### config.mk
export PLATFORM = sky130hd
export DESIGN_NAME = shift_cmd_queue
export DESIGN_NICKNAME = d
export VERILOG_FILES = /design/src/rtl/shift_pkg.sv /design/src/rtl/thirtyTwoBitBarrelShifter.sv /design/src/rtl/shift_cmd_queue.sv
export SDC_FILE = /design/constraint.sdc
export NUM_CORES = 1
export LEC_CHECK = 0
export ABC_AREA = 1
export CAP_MARGIN = 25
export CORE_MARGIN = 2
export CORE_UTILIZATION = 30
export DETAILED_ROUTE_END_ITERATION = 6
export SYNTH_ARGS = -nofsm -noshare
export SYNTH_HDL_FRONTEND = slang
export SYNTH_HIERARCHICAL = 1
export SYNTH_SLANG_ARGS = --single-unit
export TNS_END_PERCENT = 50
### constraint.sdc
create_clock -name clk -period 2.75 [get_ports clk]
set_input_delay 0.55 -clock clk [delete_from_list [all_inputs] [get_ports clk]]
set_output_delay 0.55 -clock clk [all_outputs]
set_load 0.02 [all_outputs]
### src/rtl/shift_pkg.sv
// Shared definitions for the shift command queue.
//   SHIFT_W     : operand / result width
//   AMT_W       : shift-amount width
//   shift_req_t : one queued request {num, amt, lr}
package shift_pkg;

  localparam int SHIFT_W = 32;
  localparam int AMT_W   = 5;

  typedef struct packed {
    logic [SHIFT_W-1:0] num;
    logic [AMT_W-1:0]   amt;
    logic               lr;   // 0 = left, 1 = right
  } shift_req_t;

endpackage

### src/rtl/thirtyTwoBitBarrelShifter.sv
// 32-bit logical barrel shifter, zero fill, purely combinational.
// Ports:
//   num        in  [31:0] operand
//   amt        in  [4:0]  shift amount 0..31
//   lr         in  1      0 = shift left, 1 = shift right
//   shiftedNum out [31:0] result (amt = 0 passes num unchanged)
module thirtyTwoBitBarrelShifter
  import shift_pkg::*;
(
  input  logic [SHIFT_W-1:0] num,
  input  logic [AMT_W-1:0]   amt,
  input  logic               lr,
  output logic [SHIFT_W-1:0] shiftedNum
);

  // stage[k] holds the operand after applying amount bits [k-1:0];
  // each stage conditionally shifts by 2**k.
  logic [AMT_W:0][SHIFT_W-1:0] stage;

  assign stage[0] = num;

  for (genvar gi = 0; gi < AMT_W; gi++) begin : g_stage
    assign stage[gi+1] = !amt[gi] ? stage[gi]
                       : lr       ? (stage[gi] >> (1 << gi))
                                  : (stage[gi] << (1 << gi));
  end

  assign shiftedNum = stage[AMT_W];

endmodule

### src/rtl/shift_cmd_queue.sv
// Shift command queue: a DEPTH-entry request FIFO feeding a barrel shifter,
// whose result is captured in a single output register (valid/ready both sides).
// Optional feature: define SHIFT_QUEUE_STATS_EN to add the ops_count port
// (16-bit saturating count of output handshakes).
// Ports:
//   clk        in   sole clock, rising edge
//   reset_n    in   synchronous active-low reset
//   in_valid   in   request valid
//   in_ready   out  queue has room (registered state only)
//   in_num     in   [31:0] operand
//   in_amt     in   [4:0]  shift amount
//   in_lr      in   direction, 0 = left, 1 = right
//   out_valid  out  result register holds valid data
//   out_ready  in   downstream accepts result
//   out_data   out  [31:0] shifted result
//   count      out  [$clog2(DEPTH):0] FIFO occupancy
//   ops_count  out  [15:0] handshake counter (SHIFT_QUEUE_STATS_EN only)
module shift_cmd_queue
  import shift_pkg::*;
#(
  parameter int DEPTH = 4
) (
  input  logic                     clk,
  input  logic                     reset_n,
  input  logic                     in_valid,
  output logic                     in_ready,
  input  logic [SHIFT_W-1:0]       in_num,
  input  logic [AMT_W-1:0]         in_amt,
  input  logic                     in_lr,
  output logic                     out_valid,
  input  logic                     out_ready,
  output logic [SHIFT_W-1:0]       out_data,
  output logic [$clog2(DEPTH):0]   count
`ifdef SHIFT_QUEUE_STATS_EN
  ,
  output logic [15:0]              ops_count
`endif
);

  localparam int AW = $clog2(DEPTH);
  localparam int CW = AW + 1;

  shift_req_t           mem [DEPTH];
  logic [AW-1:0]        wr_ptr_reg;
  logic [AW-1:0]        rd_ptr_reg;
  logic [CW-1:0]        count_reg;
  logic                 out_valid_reg;
  logic [SHIFT_W-1:0]   out_data_reg;

  shift_req_t           wr_req;
  shift_req_t           head;
  logic                 head_valid;
  logic                 push;
  logic                 pop;
  logic [SHIFT_W-1:0]   shifted;

  // Depends only on count_reg, so in_ready never sees out_ready. When full
  // with a pop pending, in_ready is still low and the pop simply frees a slot.
  assign in_ready   = (count_reg < CW'(DEPTH));
  assign push       = in_valid && in_ready;

  assign head_valid = (count_reg != '0);
  assign head       = mem[rd_ptr_reg];
  // Load the output register whenever it is empty or being drained this cycle.
  assign pop        = head_valid && (!out_valid_reg || out_ready);

  assign wr_req.num = in_num;
  assign wr_req.amt = in_amt;
  assign wr_req.lr  = in_lr;

  thirtyTwoBitBarrelShifter u_shifter (
    .num        (head.num),
    .amt        (head.amt),
    .lr         (head.lr),
    .shiftedNum (shifted)
  );

  // Storage is not reset; stale entries are unreachable once the pointers clear.
  always_ff @(posedge clk) begin
    if (reset_n && push) begin
      mem[wr_ptr_reg] <= wr_req;
    end
  end

  // Pointers wrap naturally because DEPTH is a power of two.
  always_ff @(posedge clk) begin
    if (!reset_n) begin
      wr_ptr_reg <= '0;
      rd_ptr_reg <= '0;
      count_reg  <= '0;
    end else begin
      if (push) wr_ptr_reg <= wr_ptr_reg + AW'(1);
      if (pop)  rd_ptr_reg <= rd_ptr_reg + AW'(1);
      case ({push, pop})
        2'b10:   count_reg <= count_reg + CW'(1);
        2'b01:   count_reg <= count_reg - CW'(1);
        default: count_reg <= count_reg;
      endcase
    end
  end

  always_ff @(posedge clk) begin
    if (!reset_n) begin
      out_valid_reg <= 1'b0;
      out_data_reg  <= '0;
    end else if (pop) begin
      out_valid_reg <= 1'b1;
      out_data_reg  <= shifted;
    end else if (out_valid_reg && out_ready) begin
      out_valid_reg <= 1'b0;
    end
  end

  assign out_valid = out_valid_reg;
  assign out_data  = out_data_reg;
  assign count     = count_reg;

`ifdef SHIFT_QUEUE_STATS_EN
  logic [15:0] ops_count_reg;

  always_ff @(posedge clk) begin
    if (!reset_n) begin
      ops_count_reg <= '0;
    end else if (out_valid_reg && out_ready && (ops_count_reg != 16'hFFFF)) begin
      ops_count_reg <= ops_count_reg + 16'd1;
    end
  end

  assign ops_count = ops_count_reg;
`endif

endmodule
Yosys cells after proc, flatten, opt, wreduce, memory -nomap -nowiden
Memory sizes are Yosys's and may differ from the RTL's. A register that Yosys moved wholly into a read port is not among the register bits. Cells that the tools add are included. Widths: inputs -> output; s select.

Memories: 1. Bits in writable memories: 152. Bits of input ports: 42. Register bits after elaboration: 40.

Multiplexer cells: 17. Equal/unequal tests: 2. Reduce and logical (&&, ||, !) cells: 9. Add/subtract/negate cells: 4. $lt $le $gt $ge: 1.

Memories: mem (depth 4, bits a word 38, read ports 1, clocked after Yosys merged registers in 1, write ports 1, RTL line shift_cmd_queue.sv:43) `shift_req_t mem [DEPTH];`.

Operators by type and width (count): $mux 32 (10); $pmux 3 s2 (1); $add 2x1->2 const B (2); $logic_and 1x1->1 (4); $mux 1 (4); $mux 2 (2); $reduce_bool 2->1 (2); $add 3x1->3 const B (1); $lt 3x3->1 const B (1); $reduce_bool 3->1 (1); $sub 3x1->3 const B (1); $eq 2x1->1 const B (1); $eq 2x2->1 const B (1); $logic_not 1->1 (1); $logic_or 1x1->1 (1).

Longest topological paths before layout
Depth in word-level cells: 10. Mapped depth: 21. Mapped depth without buffers: 18.

Hierarchy
Netlist, hierarchy kept.

By module, submodules not included: shift_cmd_queue (instances 1, sequential area each 5405.2 um^2, area each 7542.2 um^2, cells each 614); thirtyTwoBitBarrelShifter (instances 1, sequential area each 0.0 um^2, area each 2875.3 um^2, cells each 657).

Least setup slack after synthesis
Ideal clock, no wire load.

Path type: input to register. Start point: input port reset_n. End point: memory mem[0][0] in the netlist's numbering (enable). Setup time: 433 ps. Setup slack: -138 ps. Cell stages on the path: 3. Arrival time: 2455 ps. Path through: clkbuf_1 nand3_1 nor2_1.

Cells in the longest elaborated chain, start to end: 3.

RTL lines: start: declaration (RTL line shift_cmd_queue.sv:24) `input logic reset_n,`; $logic_and 1x1->1 (RTL line shift_cmd_queue.sv:80) `if (reset_n && push) begin`; $mux 1 (RTL line shift_cmd_queue.sv:80); $mux 1 (not written as such) (RTL line shift_cmd_queue.sv:81) `mem[wr_ptr_reg] <= wr_req;`; end: declaration (RTL line shift_cmd_queue.sv:43).

No other way between the ends.

==> metrics.csv <==
stage,metric,value,unit
setup_path,type of destination of the critical path,flip-flop,
timing,Max Slew Vio Count,0,
timing,hold_ws,0.482,ns
clocking,CTS max path bufs,2,
drt,final wirelength,27.7,mm
yosys,mean post-synth cell area,8.20,um2
setup_path,crit path kind,flip-flop to flip-flop,
setup_path,crit path cell chain,buf_12 > o21ai_1 > o22ai_4 > inv_2 > buf_12 > nand2_1 > nand3_2 > nand2_2 > nand3_2 > nand2_1 > nand3_2 > nand2_1 > nand3_1 > nand2_1 > nand2_1 > nand3b_1 > nand2_1 > nor2_1,
timing,Final Setup Violations,0,
clocking,Worst-Skew Late Latency,0.44,ns
yosys,#FFs+latches synth,194,
drt,WL met2,13.2,mm
layout,area of the multi-input gates,0.00480,mm2
timing,clock skew,0.0131,ns
place,half-perimeter wire length after placement,18.1,mm
die,Die Wd,190,um
layout,synthesis-to-finish area growth,25.4,%
setup_path,Critical-path top delay cell,dfxtp_4,
timing,Slew @ Worst Pin,0.600,ns
layout,layout cells sized above 1,0.167,
clocking,clk slew on worst S/H paths,0.08,ns
setup_path,Worst EP required,3.08,ns
place,PortBufs,78,
clocking,CTS Sinks,194,
drt,Max Used Layer,met4,
die,Die ar.,0.0362,mm2
drt,DRT iter0 DRCs,730,
layout,max FFs per register,152,
status,run status,finished clean,
timing,Final Hold Vio Count,0,
setup_path,"Arr. time, crit path",2.91,ns
timing,post-layout minimum cycle time,2.58,ns
clocking,Root Driver,clkbuf_16,
layout,Reg area,0.00541,mm2
clocking,CTS tree,done,
die,Initial Utilization,0.303,
timing,worst rel slew slack,0.599,
setup_path,worst-case reg-to-reg path depth,18,
timing,RSZ-0062 raised after global routing,true,
layout,Diodes inserted,0,
grt,initial antenna violation count,0,
worst_hold_path,WHS Path Cells,2,
worst_hold_path,Hold WC Path Type,flip-flop to flip-flop,
drt,Residual DRC,0,
layout,post-route cell area,0.0131,mm2
grt,first-pass GRT wire length,42.3,mm
setup_path,cell mode on critical path,nand2_1,
worst_hold_path,HP Start,out_data[4],
timing,crit share post-route,0.938,
setup_path,reg2reg setup slack,0.17,ns
layout,fin nets,1406,
yosys,Synthesized Nets,1319,
yosys,cell count after synthesis,1271,
drt,via/cell ratio,4.90,
clocking,CTS buffer count,17,
place,Placer Congestion,0.877,
die,FP Rows,68,
drt,via count,8951,
yosys,Syn Std Cell Area,0.0104,mm2
die,core area,0.0344,mm2
worst_hold_path,Hold Path End,out_data[4],
layout,fillers,3486,
setup_path,CP max FO,22,
drt,ANT nets after route,0,
grt,Overflow after GRT,0,
drt,WL met1,13.1,mm
die,chip height,190,um
flow_run,max-cap viol count,0,
grt,largest net degree at the start of global routing,53,
setup_path,Worst setup SP type,flip-flop,
setup_path,CP max stage delay,0.39,ns
drt,DR WL/cell,15.2,um
drt,met3 WL post-DR,1.25,mm
die,I/O pin cnt,79,
grt,vias in the first global route,8030,
drt,drt pass-1 iters,5,
place,Post-DP Area,0.0119,mm2
yosys,sequential area share after synthesis,0.519,
timing,Peak Freq,0.388,GHz
clocking,H-tree levels,4,
yosys,Ys Warns,6,
yosys,Synth cell types,28,
setup_path,RR Endpoint,out_data[6],
clocking,CTS Hold Bufs,0,
grt,GRT Total Usage,0.147,
==> synthesized netlist by cell type (all sizes together) <==
cell type,count,area [um2]
a21oi,5,25.0
a22o,2,17.5
buf,67,483
clkbuf,15,60.1
clkinv,1,3.75
dfxtp,42,841
edfxtp,152,4560
fa,1,20.0
ha,5,62.6
inv,30,118
nand2,474,1800
nand3,172,941
nand3b,32,240
nor2,155,607
o21ai,80,400
o22ai,38,238
==> final cells by class <==
cell class / count / area share
flip-flops and latches: 194 / 0.414
clock inverters: 15 / 0.0128
clock buffers: 17 / 0.0326
multi-input cells: 964 / 0.367
repair buffers: 150 / 0.120
inverters: 31 / 0.00948
well taps: 455 / 0.0436
==> worst max-delay path, delay by kind of cell, from the launching register on <==
family / cells / cell delay, ns
AOI/OAI and AO/OA: 2 / 0.41
buffers and inverters: 3 / 0.43
DFF: 1 / 0.39
and+or+nand+nor: 13 / 1.24
==> worst max-delay path by stage <==
stage / to / slack [ns] / depth (start not counted)
6_report: out_data[6] / 0.17 / 18
5_1_grt: out_data[3] / -0.05 / 18
4_1_cts: out_data[1] / 0.003 / 17
3_5_place_dp: out_data[10] / -0.03 / 14
3_3_place_gp: out_data[10] / 0.01 / 14
2_1_floorplan: mem[0][0] / -0.14 / 3
==> metal layers <==
metal | track usage | vias up
met5 | 0 | -
met4 | 0.0367 | 0
met3 | 0.0256 | 23
met2 | 0.239 | 249
met1 | 0.204 | 4244
li1 | - | 4435
==> kinds of logic (layout without fill, tap and decap cells) <==
| group | count (synthesis) | in the layout | share of synthesized area |
|---|---|---|---|
| buffers and inverters | 113 | 213 | 0.0638 |
| AOI/OAI and AO/OA | 125 | 125 | 0.0653 |
| and+or+nand+nor | 833 | 833 | 0.344 |
| adders and majority gates | 6 | 6 | 0.00793 |
| DFF | 194 | 194 | 0.519 |
==> what timing repair did <==
action                     4_1_cts  5_1_grt
resized for setup                2      106
buffers inserted                 0       10
setup endpoints to repair       14       32
pin swaps                        0       15
cloned                           0        2
==> layout by cell type, fill, tap and decap left out, drive strengths merged <==
master         instances
o21ai                 80
nand2                474
ha                     5
clkbuf                19
nand3                172
clkdlybuf4s50         78
fa                     1
inv                   37
dfxtp                 42
o22ai                 38
a21oi                  5
nor2                 155
buf                   70
a22o                   2
edfxtp               152
bufinv                 1
clkinvlp               1
clkinv                 7
nand3b                32
==> metrics by stage <==
stage	util	instances	setup TNS, ns	setup slack [ns]
finish	0.380	1826	0	0.170
detailed placement	0.346	1782	-0.0374	-0.0269
CTS	0.364	1814	0	0.00307
global route	0.380	1826	-0.404	-0.0541
floorplan	-	1271	-21.03	-0.138
global placement	0.346	1781	0	0.0129
Power is left out: the tool's default activity adds up to more than one toggle a clock period on the data nets, which glitch-free logic cannot reach.
